==> config.mk <==
export PLATFORM = sky130hd
export DESIGN_NAME = bridge_arbiter_flat
export DESIGN_NICKNAME = d
export VERILOG_FILES = /design/src/rtl/bridge_arbiter_if.sv /design/src/rtl/bridge_arbiter.sv /design/src/flat_wrapper.sv
export SDC_FILE = /design/constraint.sdc
export NUM_CORES = 1
export LEC_CHECK = 0
export BUFFER_PORTS_ARGS = -buffer_cell sky130_fd_sc_hd__clkbuf_2
export CORE_AREA = 3 3 200 202
export CTS_CLUSTER_DIAMETER = 50
export CTS_CLUSTER_SIZE = 14
export DETAILED_ROUTE_END_ITERATION = 12
export DIE_AREA = 0 0 203 205
export HOLD_SLACK_MARGIN = 0.15
export PLACE_DENSITY = 0.52
export SLEW_MARGIN = 20
export SYNTH_ARGS = -nofsm -noshare
export SYNTH_HDL_FRONTEND = slang
export SYNTH_SLANG_ARGS = --single-unit
==> constraint.sdc <==
create_clock -name clk -period 3.2 [get_ports clk]
set_clock_uncertainty 0.2 [all_clocks]
set_input_delay 0.64 -clock clk [delete_from_list [all_inputs] [get_ports clk]]
set_output_delay 0.64 -clock clk [all_outputs]
set_load 0.01 [all_outputs]
==> src/rtl/bridge_arbiter_if.sv <==
// Requester-side and bridge-side signal bundle of the bridge arbiter.
// slave is the arbiter's view; master is the surrounding environment's view.
interface bridge_arbiter_if #(
    parameter int NREQ   = 4,
    parameter int ADDR_W = 8,
    parameter int DATA_W = 64
);
    localparam int IDW = $clog2(NREQ);

    logic [NREQ-1:0]        req_valid;
    logic [NREQ-1:0]        req_r_wb;
    logic [NREQ*ADDR_W-1:0] req_addr;
    logic [NREQ*DATA_W-1:0] req_wdata;
    logic [NREQ-1:0]        req_ready;
    logic [NREQ-1:0]        rsp_valid;
    logic [DATA_W-1:0]      rsp_data;
    logic                   rsp_err;
    logic                   busy;
    logic [IDW-1:0]         gnt_id;
    logic                   C_in_valid;
    logic                   C_r_wb;
    logic [ADDR_W-1:0]      C_addr;
    logic [DATA_W-1:0]      C_data_w;
    logic                   C_out_valid;
    logic [DATA_W-1:0]      C_data_r;

    modport slave (
        input  req_valid, req_r_wb, req_addr, req_wdata, C_out_valid, C_data_r,
        output req_ready, rsp_valid, rsp_data, rsp_err, busy, gnt_id,
               C_in_valid, C_r_wb, C_addr, C_data_w
    );

    modport master (
        output req_valid, req_r_wb, req_addr, req_wdata, C_out_valid, C_data_r,
        input  req_ready, rsp_valid, rsp_data, rsp_err, busy, gnt_id,
               C_in_valid, C_r_wb, C_addr, C_data_w
    );
endinterface

==> src/rtl/bridge_arbiter.sv <==
// Round-robin owner of the single DRAM bridge command port, one transaction outstanding; ARB_TIMEOUT_EN adds a WAIT watchdog.
// Latency: req_valid at T -> req_ready/C_in_valid at T+1; rsp_valid one cycle after C_out_valid.
// Backpressure: losing requesters hold req_valid in place while busy; the bridge response is never stalled.
module bridge_arbiter #(
    parameter int NREQ    = 4,
    parameter int ADDR_W  = 8,
    parameter int DATA_W  = 64,
    parameter int TIMEOUT = 1023
) (
    input  logic             clk,
    input  logic             rst,
    bridge_arbiter_if.slave  bus
);
    localparam int IDW = $clog2(NREQ);

    if (NREQ < 2 || NREQ > 8 || TIMEOUT < 1) begin : g_param_check
        $error("bridge_arbiter: NREQ must be 2..8 and TIMEOUT >= 1");
    end

    typedef enum logic [1:0] {IDLE, ISSUE, WAIT} state_t;

    state_t            state, state_nxt;
    logic [IDW-1:0]    rr_ptr, gnt_id, winner, cand;
    logic              any_req, grant, rsp_fire, rsp_timeout;
    logic [NREQ-1:0]   req_ready, req_ready_nxt, rsp_valid, rsp_valid_nxt;
    logic [DATA_W-1:0] rsp_data, cmd_wdata;
    logic [ADDR_W-1:0] cmd_addr;
    logic              cmd_valid, cmd_r_wb, busy;

    // First active requester at or above rr_ptr, wrapping around.
    always_comb begin
        winner  = rr_ptr;
        any_req = 1'b0;
        cand    = '0;
        for (int k = 0; k < NREQ; k++) begin
            cand = IDW'((int'(rr_ptr) + k) % NREQ);
            if (!any_req && bus.req_valid[cand]) begin
                winner  = cand;
                any_req = 1'b1;
            end
        end
    end

`ifdef ARB_TIMEOUT_EN
    localparam int CNT_W = $clog2(TIMEOUT + 1);
    logic [CNT_W-1:0] wait_cnt;
    logic             rsp_err;

    always_ff @(posedge clk) begin
        if (rst) begin
            wait_cnt <= '0;
            rsp_err  <= 1'b0;
        end else begin
            rsp_err <= rsp_timeout;
            if (state == ISSUE)
                wait_cnt <= '0;
            else if (state == WAIT)
                wait_cnt <= wait_cnt + CNT_W'(1);
        end
    end

    assign bus.rsp_err = rsp_err;
`else
    assign bus.rsp_err = 1'b0;
`endif

    // Next-state logic; a bridge completion outranks a same-cycle timeout.
    always_comb begin
        state_nxt   = state;
        grant       = 1'b0;
        rsp_fire    = 1'b0;
        rsp_timeout = 1'b0;
        case (state)
            IDLE: begin
                if (any_req) begin
                    grant     = 1'b1;
                    state_nxt = ISSUE;
                end
            end
            ISSUE: state_nxt = WAIT;
            WAIT: begin
                if (bus.C_out_valid) begin
                    rsp_fire  = 1'b1;
                    state_nxt = IDLE;
                end
`ifdef ARB_TIMEOUT_EN
                else if (wait_cnt == CNT_W'(TIMEOUT - 1)) begin
                    rsp_timeout = 1'b1;
                    state_nxt   = IDLE;
                end
`endif
            end
            default: state_nxt = IDLE;
        endcase
    end

    always_comb begin
        req_ready_nxt = '0;
        rsp_valid_nxt = '0;
        if (grant)
            req_ready_nxt[winner] = 1'b1;
        if (rsp_fire || rsp_timeout)
            rsp_valid_nxt[gnt_id] = 1'b1;
    end

    always_ff @(posedge clk) begin
        if (rst) begin
            state     <= IDLE;
            rr_ptr    <= '0;
            gnt_id    <= '0;
            req_ready <= '0;
            rsp_valid <= '0;
            rsp_data  <= '0;
            busy      <= 1'b0;
            cmd_valid <= 1'b0;
            cmd_r_wb  <= 1'b0;
            cmd_addr  <= '0;
            cmd_wdata <= '0;
        end else begin
            state     <= state_nxt;
            req_ready <= req_ready_nxt;
            rsp_valid <= rsp_valid_nxt;
            busy      <= (state_nxt != IDLE);
            cmd_valid <= (state_nxt == ISSUE);
            if (grant) begin
                gnt_id    <= winner;
                rr_ptr    <= IDW'((int'(winner) + 1) % NREQ);
                cmd_r_wb  <= bus.req_r_wb[winner];
                cmd_addr  <= bus.req_addr[winner*ADDR_W +: ADDR_W];
                cmd_wdata <= bus.req_wdata[winner*DATA_W +: DATA_W];
            end
            if (rsp_fire)
                rsp_data <= bus.C_data_r;
            else if (rsp_timeout)
                rsp_data <= '0;
        end
    end

    assign bus.req_ready  = req_ready;
    assign bus.rsp_valid  = rsp_valid;
    assign bus.rsp_data   = rsp_data;
    assign bus.busy       = busy;
    assign bus.gnt_id     = gnt_id;
    assign bus.C_in_valid = cmd_valid;
    assign bus.C_r_wb     = cmd_r_wb;
    assign bus.C_addr     = cmd_addr;
    assign bus.C_data_w   = cmd_wdata;
endmodule

==> src/flat_wrapper.sv <==
// flat-port wrapper written by rule: the top's interface ports become plain ports
module bridge_arbiter_flat 
#(
    parameter int NREQ    = 4,
    parameter int ADDR_W  = 8,
    parameter int DATA_W  = 64,
    parameter int TIMEOUT = 1023
)
  (clk, rst, bus_req_valid, bus_req_r_wb, bus_req_addr, bus_req_wdata, bus_C_out_valid, bus_C_data_r, bus_req_ready, bus_rsp_valid, bus_rsp_data, bus_rsp_err, bus_busy, bus_gnt_id, bus_C_in_valid, bus_C_r_wb, bus_C_addr, bus_C_data_w);
  bridge_arbiter_if #(.NREQ(NREQ), .ADDR_W(ADDR_W), .DATA_W(DATA_W)) bus_i ();
  input  logic clk;
  input  logic rst;
  input wire logic [$bits(bus_i.req_valid)-1:0] bus_req_valid;
  input wire logic [$bits(bus_i.req_r_wb)-1:0] bus_req_r_wb;
  input wire logic [$bits(bus_i.req_addr)-1:0] bus_req_addr;
  input wire logic [$bits(bus_i.req_wdata)-1:0] bus_req_wdata;
  input wire logic [$bits(bus_i.C_out_valid)-1:0] bus_C_out_valid;
  input wire logic [$bits(bus_i.C_data_r)-1:0] bus_C_data_r;
  output wire logic [$bits(bus_i.req_ready)-1:0] bus_req_ready;
  output wire logic [$bits(bus_i.rsp_valid)-1:0] bus_rsp_valid;
  output wire logic [$bits(bus_i.rsp_data)-1:0] bus_rsp_data;
  output wire logic [$bits(bus_i.rsp_err)-1:0] bus_rsp_err;
  output wire logic [$bits(bus_i.busy)-1:0] bus_busy;
  output wire logic [$bits(bus_i.gnt_id)-1:0] bus_gnt_id;
  output wire logic [$bits(bus_i.C_in_valid)-1:0] bus_C_in_valid;
  output wire logic [$bits(bus_i.C_r_wb)-1:0] bus_C_r_wb;
  output wire logic [$bits(bus_i.C_addr)-1:0] bus_C_addr;
  output wire logic [$bits(bus_i.C_data_w)-1:0] bus_C_data_w;
  assign bus_i.req_valid = bus_req_valid;
  assign bus_i.req_r_wb = bus_req_r_wb;
  assign bus_i.req_addr = bus_req_addr;
  assign bus_i.req_wdata = bus_req_wdata;
  assign bus_i.C_out_valid = bus_C_out_valid;
  assign bus_i.C_data_r = bus_C_data_r;
  assign bus_req_ready = bus_i.req_ready;
  assign bus_rsp_valid = bus_i.rsp_valid;
  assign bus_rsp_data = bus_i.rsp_data;
  assign bus_rsp_err = bus_i.rsp_err;
  assign bus_busy = bus_i.busy;
  assign bus_gnt_id = bus_i.gnt_id;
  assign bus_C_in_valid = bus_i.C_in_valid;
  assign bus_C_r_wb = bus_i.C_r_wb;
  assign bus_C_addr = bus_i.C_addr;
  assign bus_C_data_w = bus_i.C_data_w;
  bridge_arbiter #(.NREQ(NREQ), .ADDR_W(ADDR_W), .DATA_W(DATA_W), .TIMEOUT(TIMEOUT)) u_core (.clk(clk), .rst(rst), .bus(bus_i));
endmodule
# Word level (Yosys, flattened, before mapping)
# Index checks and enable logic that the tools add are counted.
# word_totals
in_bits	363
regBits	153
# op_classes
n_eq_ne	3
mux	28
n_shift	2
magnitude_cmp	8
n_addsub	4
n_reduce_logical	12
bitwise_logic	2
# op_table
operator	n
$shiftx 256x9->64	1
$shiftx 32x6->8	1
$lt 2x3->1 const B	6
$mux 1	15
$bmux 1 s2	5
$mux 2	5
$pmux 2 s3	1
$logic_and 1x1->1	5
$add 2x1->2 const B	2
$add 2x2->2 const B	2
$demux 1 s2	2
$eq 2x1->1 const B	2
$ge 2x1->1 const B	2
$reduce_or 2->1	2
$logic_not 1->1	3
$eq 2x2->1 const B	1
$logic_not 2->1	1
$not 1->1	2
$reduce_bool 2->1	1

# Longest topological paths before layout
# Gate-level depths: netlist of the first run.
# logic_depth
word_depth	16
depth_mapped	9
mapped_depth_nobuf	7

# Least setup slack after synthesis of the first run
# OpenSTA, ideal clock, no wires.
# synth_timing
path_kind	input port to flip-flop
startpoint	input port bus_req_valid[3]
endpoint	register u_core.rr_ptr[1]
path_stages	9
slack_ns	0.953
t_arrival_ns	1.915
t_required_ns	2.868
path_cell_list	nor2_1 -> a21boi_1 -> and3b_1 -> buf_6 -> buf_6 -> buf_6 -> ha_1 -> nand2_1 -> a21oi_1
# synth_between
word_cells_on_any_way	24
classes_between	add/sub (1); mux (17); reduce/logical (6)
# synth_rtl
element	line	rtl
start, declared	flat_wrapper.sv:13	input wire logic [$bits(bus_i.req_valid)-1:0] bus_req_valid;
$bmux 1 s2	bridge_arbiter.sv:37	if (!any_req && bus.req_valid[cand]) begin
$mux 1 (not written as such)	bridge_arbiter.sv:37	
$mux 1	bridge_arbiter.sv:37	
$logic_not 1->1	bridge_arbiter.sv:37	
$logic_and 1x1->1	bridge_arbiter.sv:37	
$mux 1	bridge_arbiter.sv:37	
$logic_not 1->1	bridge_arbiter.sv:37	
$logic_and 1x1->1	bridge_arbiter.sv:37	
$mux 1	bridge_arbiter.sv:37	
$logic_not 1->1	bridge_arbiter.sv:37	
$logic_and 1x1->1	bridge_arbiter.sv:37	
$mux 2 *	bridge_arbiter.sv:37	
net u_core.winner[0]	bridge_arbiter.sv:23	logic [IDW-1:0] rr_ptr, gnt_id, winner, cand;
$add 2x1->2 *	bridge_arbiter.sv:127	rr_ptr <= IDW'((int'(winner) + 1) % NREQ);
end signal, assigned	bridge_arbiter.sv:127	
end, declared	bridge_arbiter.sv:23	
# The timed path passes the listed nets; every way through them passes the cells marked *. The select of a mux whose other input is x is not followed.
# A chain may end at the register's enable or synchronous reset.

# Final worst setup path of the first run
# layout_timing
startpoint	input port bus_req_valid[2]
endpoint	register u_core.cmd_addr[5] (netlist: u_core.bus.C_addr[5])
# layout_between
elab_chain_len	14
word_cells_on_any_way	24
classes_between	shift (1); mux (17); reduce/logical (6)
# layout_rtl
element	line	rtl
branches (longest 14 deep; another with $bmux 1 s2)	-	
end signal, assigned	bridge_arbiter.sv:129	cmd_addr <= bus.req_addr[winner*ADDR_W +: ADDR_W];
end, declared	bridge_arbiter.sv:27	logic [ADDR_W-1:0] cmd_addr;
# Several ways; the timed one is not identified. The select of a mux whose other input is x is not followed.

==> impl_summary.txt, run 1 <==
----------------------------------------------------
[Run status]
  Run status ... complete, no violations

[Floorplan]
  Vertical die dimension ... 205 um
  Total I/O pin count ... 513
  Core box area ... 38500 um2
  Die Area ... 41600 um2
  Standard-cell rows ... 72
  Initial cell density of the core ... 19.6%
  Die span in x ... 203 um

[Power and ir drop]
  Power density over the cells ... 590 nW/um2
  Total leakage power ... 5.28 nW
  Maximum ir drop on the vdd rail ... 0.000351 V
  PnR Total Power ... 6.66 mW

[Critical path]
  Critical-path top delay cell ... mux2i_1
  Type of the setup path with the least slack ... primary input to register
  Worst Setup End Kind ... register
  Arrival time worst endpoint ... 2.43 ns
  Top fanout value on the critical path ... 44
  Number of buffers and inverters on the critical path ... 3
  Nature of the critical path startpoint ... primary input
  Worst path required time ... 3.31 ns
  Minimum setup slack among reg-to-reg paths ... 0.92 ns
  Peak per-stage delay on the critical path ... 0.41 ns
  Crit path max-delay family ... buffers and inverters
  Critical path cell sequence ... clkbuf_2 -> nor2_1 -> a21boi_1 -> and3b_4 -> buf_12 -> mux2i_1 -> buf_4 -> o221ai_2

[Routing]
  DRC violation total after the first TritonRoute iteration ... 305
  DR pass1 iterations ... 6
  Via count ... 7567
  Total wire length ... 31000 um
  Average vias per placed instance ... 4.23
  Antenna violation net count after detailed routing ... 0
  Detail-routed net length per standard cell ... 17.4 um
  Remaining DRCs ... 0

[Global routing]
  Leftover overflow at the end of global routing ... 0
  GRT Overall Usage ... 14.2%
  First-pass GRT wire length ... 45100 um
  Number of antenna violations at the first check in global routing ... 5
  Number of global-route vias before repair ... 7823
  Largest net degree at the start of global routing ... 74

[Timing]
  Worst slew margin relative to its limit ... 38.2%
  Number of pins exceeding their max-slew limit in the final report ... 0
  Tcrit/Tclk final ... 72.3%
  Final setup violating endpoints ... 0
  Sum of negative setup slack ... 0 ns
  Final hold violation count ... 0
  Worst hold slack after final layout ... 0.222 ns
  Final Critical Period ... 2.31 ns
  Pin slew with the least headroom to its limit ... 0.926 ns
  Unrepaired setup endpoints after global routing ... no
  Max Clock Freq ... 432 MHz

[Logic synthesis]
  Net count of the mapped netlist ... 1124
  Cell count after synthesis ... 757
  Sequential area share after synthesis ... 40.7%
  Synthesized area divided by synthesized cell count ... 9.95 um2
  Ys Warns ... 0
  Netlist cell types ... 36
  Netlist area before placement ... 7530 um2
  Flip-flop and latch count after synthesis ... 153

[Final layout]
  Total number of nets in the final design ... 1620
  Leading cell type in the layout, fill and taps excluded ... clkbuf_2
  Fraction of layout instances using a drive strength above 1 ... 51.3%
  Fillcell total ... 4125
  Layout area overhead ... 50.0%
  Top library cells by usage in the layout, fill and taps aside ... clkbuf_2 (511), nand2_1 (208), dfxtp_1 (153)

[Clock network]
  Maximum level of the CTS H-tree ... 4
  Buffers inserted during post-CTS setup optimization ... 0
  Post_cts resized ... 0
  Number of hold buffers added after CTS ... 0
  Clock latency on the worst-skew pair ... 0.43 ns
  Number of clock sinks ... 153
  Root buffer cell ... clkbuf_16
  TritonCTS clock tree ... built
  Clock transition at path regs ... 0.07 ns
  Maximum number of buffers from clock root to sink ... 2
  Total CTS buffers ... 17

[Flow run]
  Number of max-capacitance violations reported ... 0

[Place]
  Quantity of I/O buffers inserted on ports ... 511
  Final GP Congestion ... 0.838
  Hpwl dp ... 24400 um

[Min path]
  Hold WC Path Type ... primary input to register

----------------------------------------------------
[cell type report]
cell class              instances  area (um2)  area share [%]
clock inverters                12         233            2.06
clock buffers                  19         453            4.01
well taps                     518         648            5.74
inverters                       3        11.3          0.0997
diodes                          4        10.0          0.0886
multi-input cells             539        4000            35.4
repair buffers                539        2880            25.5
flip-flops and latches        153        3060            27.1
[synthesized netlist by cell type, drive strengths merged]
cell type,number,area [um2]
nand2,209,792
dfxtp,153,3060
mux2i,146,1460
o221ai,73,1080
a21oi,68,340
buf,37,380
clkbuf,25,93.8
nor2,14,60.1
and2,4,25.0
ha,4,50.1
nor2b,4,25.0
inv,3,11.3
a211oi,2,20.0
a211o,1,8.76
a21boi,1,7.51
a221o,1,10.0
and3,1,6.26
and3b,1,8.76
conb,1,3.75
nand2b,1,13.8
nand3b,1,7.51
nor3,1,5.00
nor3b,1,7.51
nor4,1,6.26
o21a,1,7.51
o21ai,1,5.00
o21bai,1,11.3
o22ai,1,20.0
[power breakdown]
part | internal (mW) | switching (mW)
clock | 1.52 | 0.908
sequential | 2.14 | 0.147
combinational | 0.904 | 1.04
[registers in the layout, indices dropped and copies added (netlist names), 2 cells and up]
register	flops
u_core.bus.C_addr	8
u_core.bus.C_data_w	64
u_core.state	2
u_core.bus.req_ready	4
u_core.bus.rsp_data	64
u_core.bus.rsp_valid	4
u_core.rr_ptr	2
u_core.bus.gnt_id	2
[layer usage]
| layer | global-route usage, % | wire (um) | up-vias |
|---|---|---|---|
| li1 | - | - | 3692 |
| met1 | 15.9 | 12100 | 3511 |
| met2 | 24.4 | 15400 | 332 |
| met3 | 5.21 | 2650 | 32 |
| met4 | 5.59 | 832 | 0 |
| met5 | 0 | 0 | - |
[path summary, 6_finish.rpt]
check / from / to / cells past startpoint
worst max-delay path: bus_req_valid[2] / u_core.bus.C_addr[5] / 8
worst min-delay path: bus_C_data_r[33] / u_core.bus.rsp_data[33] / 3
worst max register to register: u_core.rr_ptr[1] / u_core.bus.C_data_w[34] / 6
worst min register to register: u_core.bus.rsp_data[56] / u_core.bus.rsp_data[56] / 2
[worst reg2reg max path, stage by stage, from the launching register on]
cell and delay (ns):
dfxtp_1 0.47, nor2_1 0.08, a221o_1 0.33, o22ai_4 0.30, nand2_4 0.31, buf_12 0.28
o221ai_2 0.21
[metrics by stage]
step	area [um2]	util, %	cells	setup WS [ns]
CTS	11300	29.3	1783	0.851
detailed placement	10600	27.6	1752	0.411
floorplan	7530	-	757	0.953
finish	11300	29.4	1787	0.886
global route	11300	29.4	1787	0.721
global placement	10600	27.6	1752	0.407
[cells by family after synthesis]
logic type	Yosys count	synth area share, %
compound gates	150	20.0
fa+ha+maj	4	0.665
buf+inv	65	6.45
flops	153	40.7
mux	146	19.4
other cells	1	0.0498
simple gates	238	12.7
Power figures use the tool's default switching activity.
==> run 2: changes to the inputs <==
==> constraint.sdc (replaced) <==
create_clock -name clk -period 2.2 [get_ports clk]
set_clock_uncertainty 0.2 [all_clocks]
set_input_delay 0.44 -clock clk [delete_from_list [all_inputs] [get_ports clk]]
set_output_delay 0.44 -clock clk [all_outputs]
set_load 0.01 [all_outputs]
==> impl_summary.txt, run 2 (synthesized netlist as in run 1, its figures left out) <==
----------------------------------------------------
[Final layout]
  Top library cells by usage in the layout, fill and taps aside ... clkbuf_2 (511), dlygate4sd3_1 (338), nand2_1 (208)
  Post-layout utilization of the core ... 38.7% (+9.4 points)
  Leading cell type in the layout, fill and taps excluded ... clkbuf_2
  Storage cell area ... 3060 um2 (unchanged)
  Finished Layout Cells ... 2157 (+21%)
  Fillcell total ... 3683 (-11%)
  Footprint of the multi-input gates ... 4010 um2 (+0.41%)
  Layout area overhead ... 97.9%
  Fraction of layout instances using a drive strength above 1 ... 41.6% (-9.7 points)
  Final design instance area without fill ... 14900 um2 (+32%)
  Total number of nets in the final design ... 1988 (+23%)

[Clock network]
  Root buffer cell ... clkbuf_16
  Number of clock sinks ... 153 (unchanged)
  TritonCTS clock tree ... built
  Maximum number of buffers from clock root to sink ... 2 (unchanged)
  Maximum level of the CTS H-tree ... 4 (unchanged)
  Clock latency on the worst-skew pair ... 0.43 ns (about the same)
  Clock transition at path regs ... 0.07 ns (about the same)
  Total CTS buffers ... 17 (unchanged)
  Buffers inserted during post-CTS setup optimization ... 0 (unchanged)

[Place]
  Quantity of I/O buffers inserted on ports ... 511 (unchanged)
  Hpwl dp ... 25300 um (+3.4%)
  Post-DP Area ... 10900 um2 (+2.7%)
  Number of cells after detailed placement ... 1782 (+1.7%)
  Final GP Congestion ... 0.876 (+4.5%)

[Floorplan]
  Total I/O pin count ... 513 (unchanged)
  Initial cell density of the core ... 19.6% (unchanged)
  Die span in x ... 203 um (unchanged)
  Core box area ... 38500 um2 (unchanged)
  Vertical die dimension ... 205 um (unchanged)
  Die Area ... 41600 um2 (unchanged)
  Standard-cell rows ... 72 (unchanged)

[Routing]
  Total wire length ... 37800 um (+22%)
  Via count ... 9328 (+23%)
  DRC violation total after the first TritonRoute iteration ... 437 (+43%)
  Remaining DRCs ... 0 (unchanged)
  Antenna violation net count after detailed routing ... 0 (unchanged)
  Average vias per placed instance ... 4.32 (+2.1%)
  DR pass1 iterations ... 5 (-1)
  Detail-routed net length per standard cell ... 17.5 um (+0.94%)

[Critical path]
  CP startpoint ... u_core.rr_ptr[1]
  Arrival time worst endpoint ... 2.18 ns (-0.25 ns)
  Nature of the critical path startpoint ... register
  Reg2Reg Depth ... 7 (+1)
  Top fanout value on the critical path ... 17 (-61%)
  FF-to-FF End ... u_core.bus.C_addr[5]
  Worst Setup End Kind ... register
  Type of the setup path with the least slack ... register to register
  Worst R2R Start ... u_core.rr_ptr[1]
  Worst path required time ... 2.30 ns (-1.01 ns)
  End point of the critical path ... u_core.bus.C_addr[5]
  Minimum setup slack among reg-to-reg paths ... 0.13 ns (-0.79 ns)

[Global routing]
  Largest net degree at the start of global routing ... 67 (-9.5%)
  GRT Overall Usage ... 17.4% (+3.2 points)
  Number of antenna violations at the first check in global routing ... 6 (+1)
  Leftover overflow at the end of global routing ... 0 (unchanged)
  First-pass GRT wire length ... 56100 um (+24%)
  Number of global-route vias before repair ... 9924 (+27%)

[Power and ir drop]
  Maximum ir drop on the vdd rail ... 0.000580 V (+65%)
  Power density over the cells ... 671 nW/um2 (+14%)
  Total leakage power ... 6.82 nW (+29%)

[Timing]
  Tcrit/Tclk final ... 94.3%
  Number of pins exceeding their max-slew limit in the final report ... 0 (unchanged)
  Final hold violation count ... 0 (unchanged)
  Final setup violating endpoints ... 0 (unchanged)
  Max Clock Freq ... 482 MHz
  Unrepaired setup endpoints after global routing ... no
  Final Critical Period ... 2.07 ns

[Flow run]
  Number of max-capacitance violations reported ... 0 (unchanged)

[Min path]
  Worst Hold Path Cells ... 3 (unchanged)
  Hold WC Path Type ... primary input to register

[Run status]
  Run status ... complete, no violations

----------------------------------------------------
## run 2: layout make-up
| class | count | area share, % |
|---|---|---|
| flip-flops and latches | 153 | 20.6 |
| inverters | 3 | 0.0756 |
| diodes | 6 | 0.101 |
| clock buffers | 20 | 3.07 |
| repair buffers | 907 | 44.0 |
| well taps | 518 | 4.35 |
| clock inverters | 11 | 0.915 |
| multi-input cells | 539 | 26.9 |
## run 2: layer usage
metal  vias to the layer above  track usage (%)  part of all wire [%]
met1                      4303             18.6                    37
met5                         -                0                     0
met3                        99             5.61                   8.1
met2                       500             30.3                    50
li1                       4426                -                     -
met4                         0             9.45                   4.5
## run 2: report_power, final
| group | total (mW) | leakage, nW | switching [mW] | internal [mW] |
|---|---|---|---|---|
| Sequential | 3.34 | 1.25 | 0.228 | 3.12 |
| Clock | 3.08 | 0.290 | 1.33 | 1.75 |
| Combinational | 3.57 | 5.27 | 1.72 | 1.85 |
## run 2: worst min path at each step
stage	from	endpoint	slack (ns)
after floorplan	u_core.bus.rsp_data[0]	u_core.bus.rsp_data[0]	0.28
after global routing	bus_req_wdata[132]	u_core.bus.C_data_w[4]	0.17
after detailed placement	u_core.bus.rsp_data[47]	u_core.bus.rsp_data[47]	0.25
final	bus_req_wdata[132]	u_core.bus.C_data_w[4]	0.19
after global placement	u_core.bus.rsp_data[57]	u_core.bus.rsp_data[57]	0.24
after CTS	bus_req_wdata[221]	u_core.bus.C_data_w[29]	0.15
## run 2: per-stage QoR
stage | TNS, ns | power (mW) | worst slack [ns] | hold WS, ns
after global routing | 0 | 10.5 | 0.0355 | 0.168
final | 0 | 9.99 | 0.125 | 0.186
after floorplan | 0 | 5.17 | 0.153 | 0.281
after CTS | 0 | 10.1 | 0.0635 | 0.152
after detailed placement | -3.76 | 6.44 | -0.256 | 0.246
after global placement | -2.53 | 6.40 | -0.189 | 0.242
## run 2: timing repair
action | in CTS | in global routing
setup endpoints to repair | 1 | 2
endpoints found under the hold margin | 137 | 0
gates resized for setup | 1 | 3
hold buffers | 338 | 0
## run 2: critical path, stage by stage (launching register included)
cell and delay, ns:
dfxtp_1 0.37, buf_4 0.16, o21bai_2 0.11, and3b_4 0.25, buf_12 0.17, buf_4 0.16
mux2i_1 0.36, o221ai_2 0.14
==> run 3: changes to the inputs <==
--- a/config.mk
+++ b/config.mk
@@ -7,10 +7,12 @@
 export LEC_CHECK = 0
 export BUFFER_PORTS_ARGS = -buffer_cell sky130_fd_sc_hd__clkbuf_2
 export CORE_AREA = 3 3 200 202
+export CTS_BUF_LIST = sky130_fd_sc_hd__clkbuf_4
 export CTS_CLUSTER_DIAMETER = 50
 export CTS_CLUSTER_SIZE = 14
 export DETAILED_ROUTE_END_ITERATION = 12
 export DIE_AREA = 0 0 203 205
+export GPL_TIMING_DRIVEN = 0
 export HOLD_SLACK_MARGIN = 0.15
 export PLACE_DENSITY = 0.52
 export SLEW_MARGIN = 20
==> impl_summary.txt, run 3 (synthesized netlist as in run 1, its figures left out) <==
----------------------------------------------------
[Min path]
  Terminating pin of the worst hold path ... u_core.bus.rsp_data[50]
  Hold Crit Start ... u_core.bus.rsp_data[50]
  Worst Hold Path Cells ... 2 (-1)
  Hold WC Path Type ... register to register

[Power and ir drop]
  PnR Total Power ... 8.97 mW (-10%)
  Total net switching power ... 3.33 mW (+1.5%)
  Switching share of power ... 37.1% (+4.3 points)
  Total leakage power ... 6.68 nW (-1.9%)
  Maximum ir drop on the vdd rail ... 0.000409 V (-29%)
  Combinational cell fraction of total power ... 42.5% (+6.8 points)
  Internal power ... 5.64 mW (-16%)
  Power density over the cells ... 601 nW/um2 (-10%)
  Portion of total power attributed to the clock network ... 20.4% (-10 points)
  Share of power burned in registers ... 37.2% (+3.7 points)

[Critical path]
  Critical path cell sequence ... nor2_1 -> a221o_1 -> o22ai_4 -> nand2b_4 -> buf_12 -> buf_12 -> o221ai_2
  Arrival time worst endpoint ... 2.40 ns (+0.22 ns)
  Worst R2R Start ... u_core.rr_ptr[1]
  Worst path most repeated cell ... buf_12
  Peak per-stage delay on the critical path ... 0.42 ns (+0.05 ns)
  Top fanout value on the critical path ... 10 (-7)
  Number of buffers and inverters on the critical path ... 2 (-1)
  Crit path max-delay family ... compound AO/OA/AOI/OAI gates
  Number of cells on the critical path ... 7 (unchanged)
  Worst Setup End Kind ... register
  Worst path required time ... 2.50 ns (+0.20 ns)
  Minimum setup slack among reg-to-reg paths ... 0.10 ns (-0.02 ns)
  Nature of the critical path startpoint ... register
  FF-to-FF End ... u_core.bus.C_addr[4]
  Reg2Reg Depth ... 7 (unchanged)
  Critical-path top delay cell ... dfxtp_2
  Type of the setup path with the least slack ... register to register

[Timing]
  Sum of negative setup slack ... 0 ns (unchanged)
  Final hold violation count ... 0 (unchanged)
  Max Clock Freq ... 477 MHz (-1.0%)
  Number of pins exceeding their max-slew limit in the final report ... 0 (unchanged)
  Final Critical Period ... 2.10 ns (+0.0209 ns)
  Tcrit/Tclk final ... 95.3% (+0.95 points)
  Post-layout worst setup margin ... 0.104 ns (-0.0209 ns)
  Final setup violating endpoints ... 0 (unchanged)
  Worst slew margin relative to its limit ... 56.8%
  Pin slew with the least headroom to its limit ... 0.648 ns

[Clock network]
  Maximum number of buffers from clock root to sink ... 2 (unchanged)
  Maximum level of the CTS H-tree ... 4 (unchanged)
  Total CTS buffers ... 17 (unchanged)
  Clock transition at path regs ... 0.15 ns (+0.08 ns)
  Clock latency on the worst-skew pair ... 0.59 ns (+0.16 ns)
  Root buffer cell ... clkbuf_4
  TritonCTS clock tree ... built
  Number of clock sinks ... 153 (unchanged)

[Routing]
  Detail-routed net length per standard cell ... 18.8 um (+7.0%)
  Remaining DRCs ... 0 (unchanged)
  Average vias per placed instance ... 4.39 (+1.6%)
  DRC violation total after the first TritonRoute iteration ... 510 (+17%)
  Antenna violation net count after detailed routing ... 0 (unchanged)
  DR pass1 iterations ... 5 (unchanged)
  Total wire length ... 41000 um (+8.5%)
  Via count ... 9613 (+3.1%)

[Place]
  Worst slack at placement ... -0.769 ns (-0.513 ns)
  Quantity of I/O buffers inserted on ports ... 511 (unchanged)
  Hpwl dp ... 27900 um (+10%)
  Post-DP Area ... 10800 um2 (-1.2%)
  Final GP Congestion ... 0.866 (-1.1%)

[Global routing]
  Largest net degree at the start of global routing ... 17 (-75%)
  GRT Overall Usage ... 18.8% (+1.4 points)
  Number of global-route vias before repair ... 10400 (+5.2%)
  Leftover overflow at the end of global routing ... 0 (unchanged)
  First-pass GRT wire length ... 60000 um (+7.1%)
  Number of antenna violations at the first check in global routing ... 6 (unchanged)

[Floorplan]
  Core box area ... 38500 um2 (unchanged)
  Vertical die dimension ... 205 um (unchanged)
  Total I/O pin count ... 513 (unchanged)
  Die Area ... 41600 um2 (unchanged)
  Initial cell density of the core ... 19.6% (unchanged)
  Standard-cell rows ... 72 (unchanged)
  Die span in x ... 203 um (unchanged)

[Final layout]
  Fraction of layout instances using a drive strength above 1 ... 41.5% (-0.19 points)
  Post-layout utilization of the core ... 38.8% (+0.049 points)
  Total number of nets in the final design ... 2016 (+1.4%)
  Fillcell total ... 3746 (+1.7%)
  Layout area overhead ... 98.1%
  Final design instance area without fill ... 14900 um2 (+0.13%)
  Leading cell type in the layout, fill and taps excluded ... clkbuf_2
  Top library cells by usage in the layout, fill and taps aside ... clkbuf_2 (515), dlygate4sd3_1 (359), nand2_1 (208)

[Run status]
  Run status ... complete, no violations

[Flow run]
  Number of max-capacitance violations reported ... 0 (unchanged)

----------------------------------------------------
## run 3: cell count changes in the layout (fill, tap and decap cells not counted), sizes merged
cell | before | now
diode | 6 | 8
inv | 8 | 9
clkinvlp | 1 | 4
buf | 58 | 39
dlygate4sd3 | 338 | 359
clkinv | 3 | 2
clkbuf | 531 | 556
bufinv | 2 | 1
## run 3: worst register-to-register path, delay by kind of cell (launching register included)
kind	cells	cell delay, ns
AO/OA/AOI/OAI	3	0.75
flip-flops	1	0.42
AND/OR/NAND/NOR	2	0.26
buffers and inverters	2	0.37
## run 3: worst max path at each step
stage                           from                       to  slack [ns]
finish              u_core.rr_ptr[1]     u_core.bus.C_addr[4]        0.10
global route        u_core.rr_ptr[1]   u_core.bus.C_data_w[0]      -0.009
CTS                 u_core.rr_ptr[0]  u_core.bus.C_data_w[42]        0.01
detailed placement  bus_req_valid[2]   u_core.bus.C_data_w[4]       -0.77
global placement    bus_req_valid[3]  u_core.bus.C_data_w[62]       -0.97
floorplan           bus_req_valid[3]         u_core.rr_ptr[1]        0.15
## run 3: stage by stage
stage / instances / hold slack (ns)
final: 2188 / 0.268
after detailed placement: 1787 / 0.247
after global routing: 2187 / 0.258
after global placement: 1786 / 0.242
after CTS: 2179 / 0.205
after floorplan: 757 / 0.281
## run 3: what timing repair did
action | 4_1_cts | 5_1_grt
hold buffers | 359 | 0
setup endpoints to repair | 58 | 93
setup buffers | 1 | 1
gates cloned | 0 | 0
endpoints found under the hold margin | 145 | 0
resized for setup | 31 | 28
pin swaps | 0 | 1
## run 3: power by group through the flow
stage	combinational [mW]	clock, mW	sequential, mW
floorplan	1.66	0	3.50
global placement	3.02	0	3.37
detailed placement	3.05	0	3.39
CTS	3.72	1.91	3.33
global route	4.05	2.02	3.37
finish	3.81	1.83	3.33
## run 3: cell type report
class                   count  area (um2)  area share [%]
repair buffers            873        6190            41.5
multi-input cells         539        4180            28.0
flip-flops and latches    153        3070            20.6
well taps                 518         648            4.34
plain buffers              62         524            3.51
clock buffers              19         143           0.956
clock inverters            13         135           0.906
diodes                      8        20.0           0.134
inverters                   3        11.3          0.0755
## run 3: metal layers
| metal | GRT usage (%) | vias to the layer above | share of wire [%] |
|---|---|---|---|
| li1 | - | 4508 | - |
| met3 | 6.05 | 113 | 7.8 |
| met2 | 33.5 | 549 | 51 |
| met5 | 0 | - | 0 |
| met1 | 19.7 | 4443 | 37 |
| met4 | 9.70 | 0 | 4.4 |
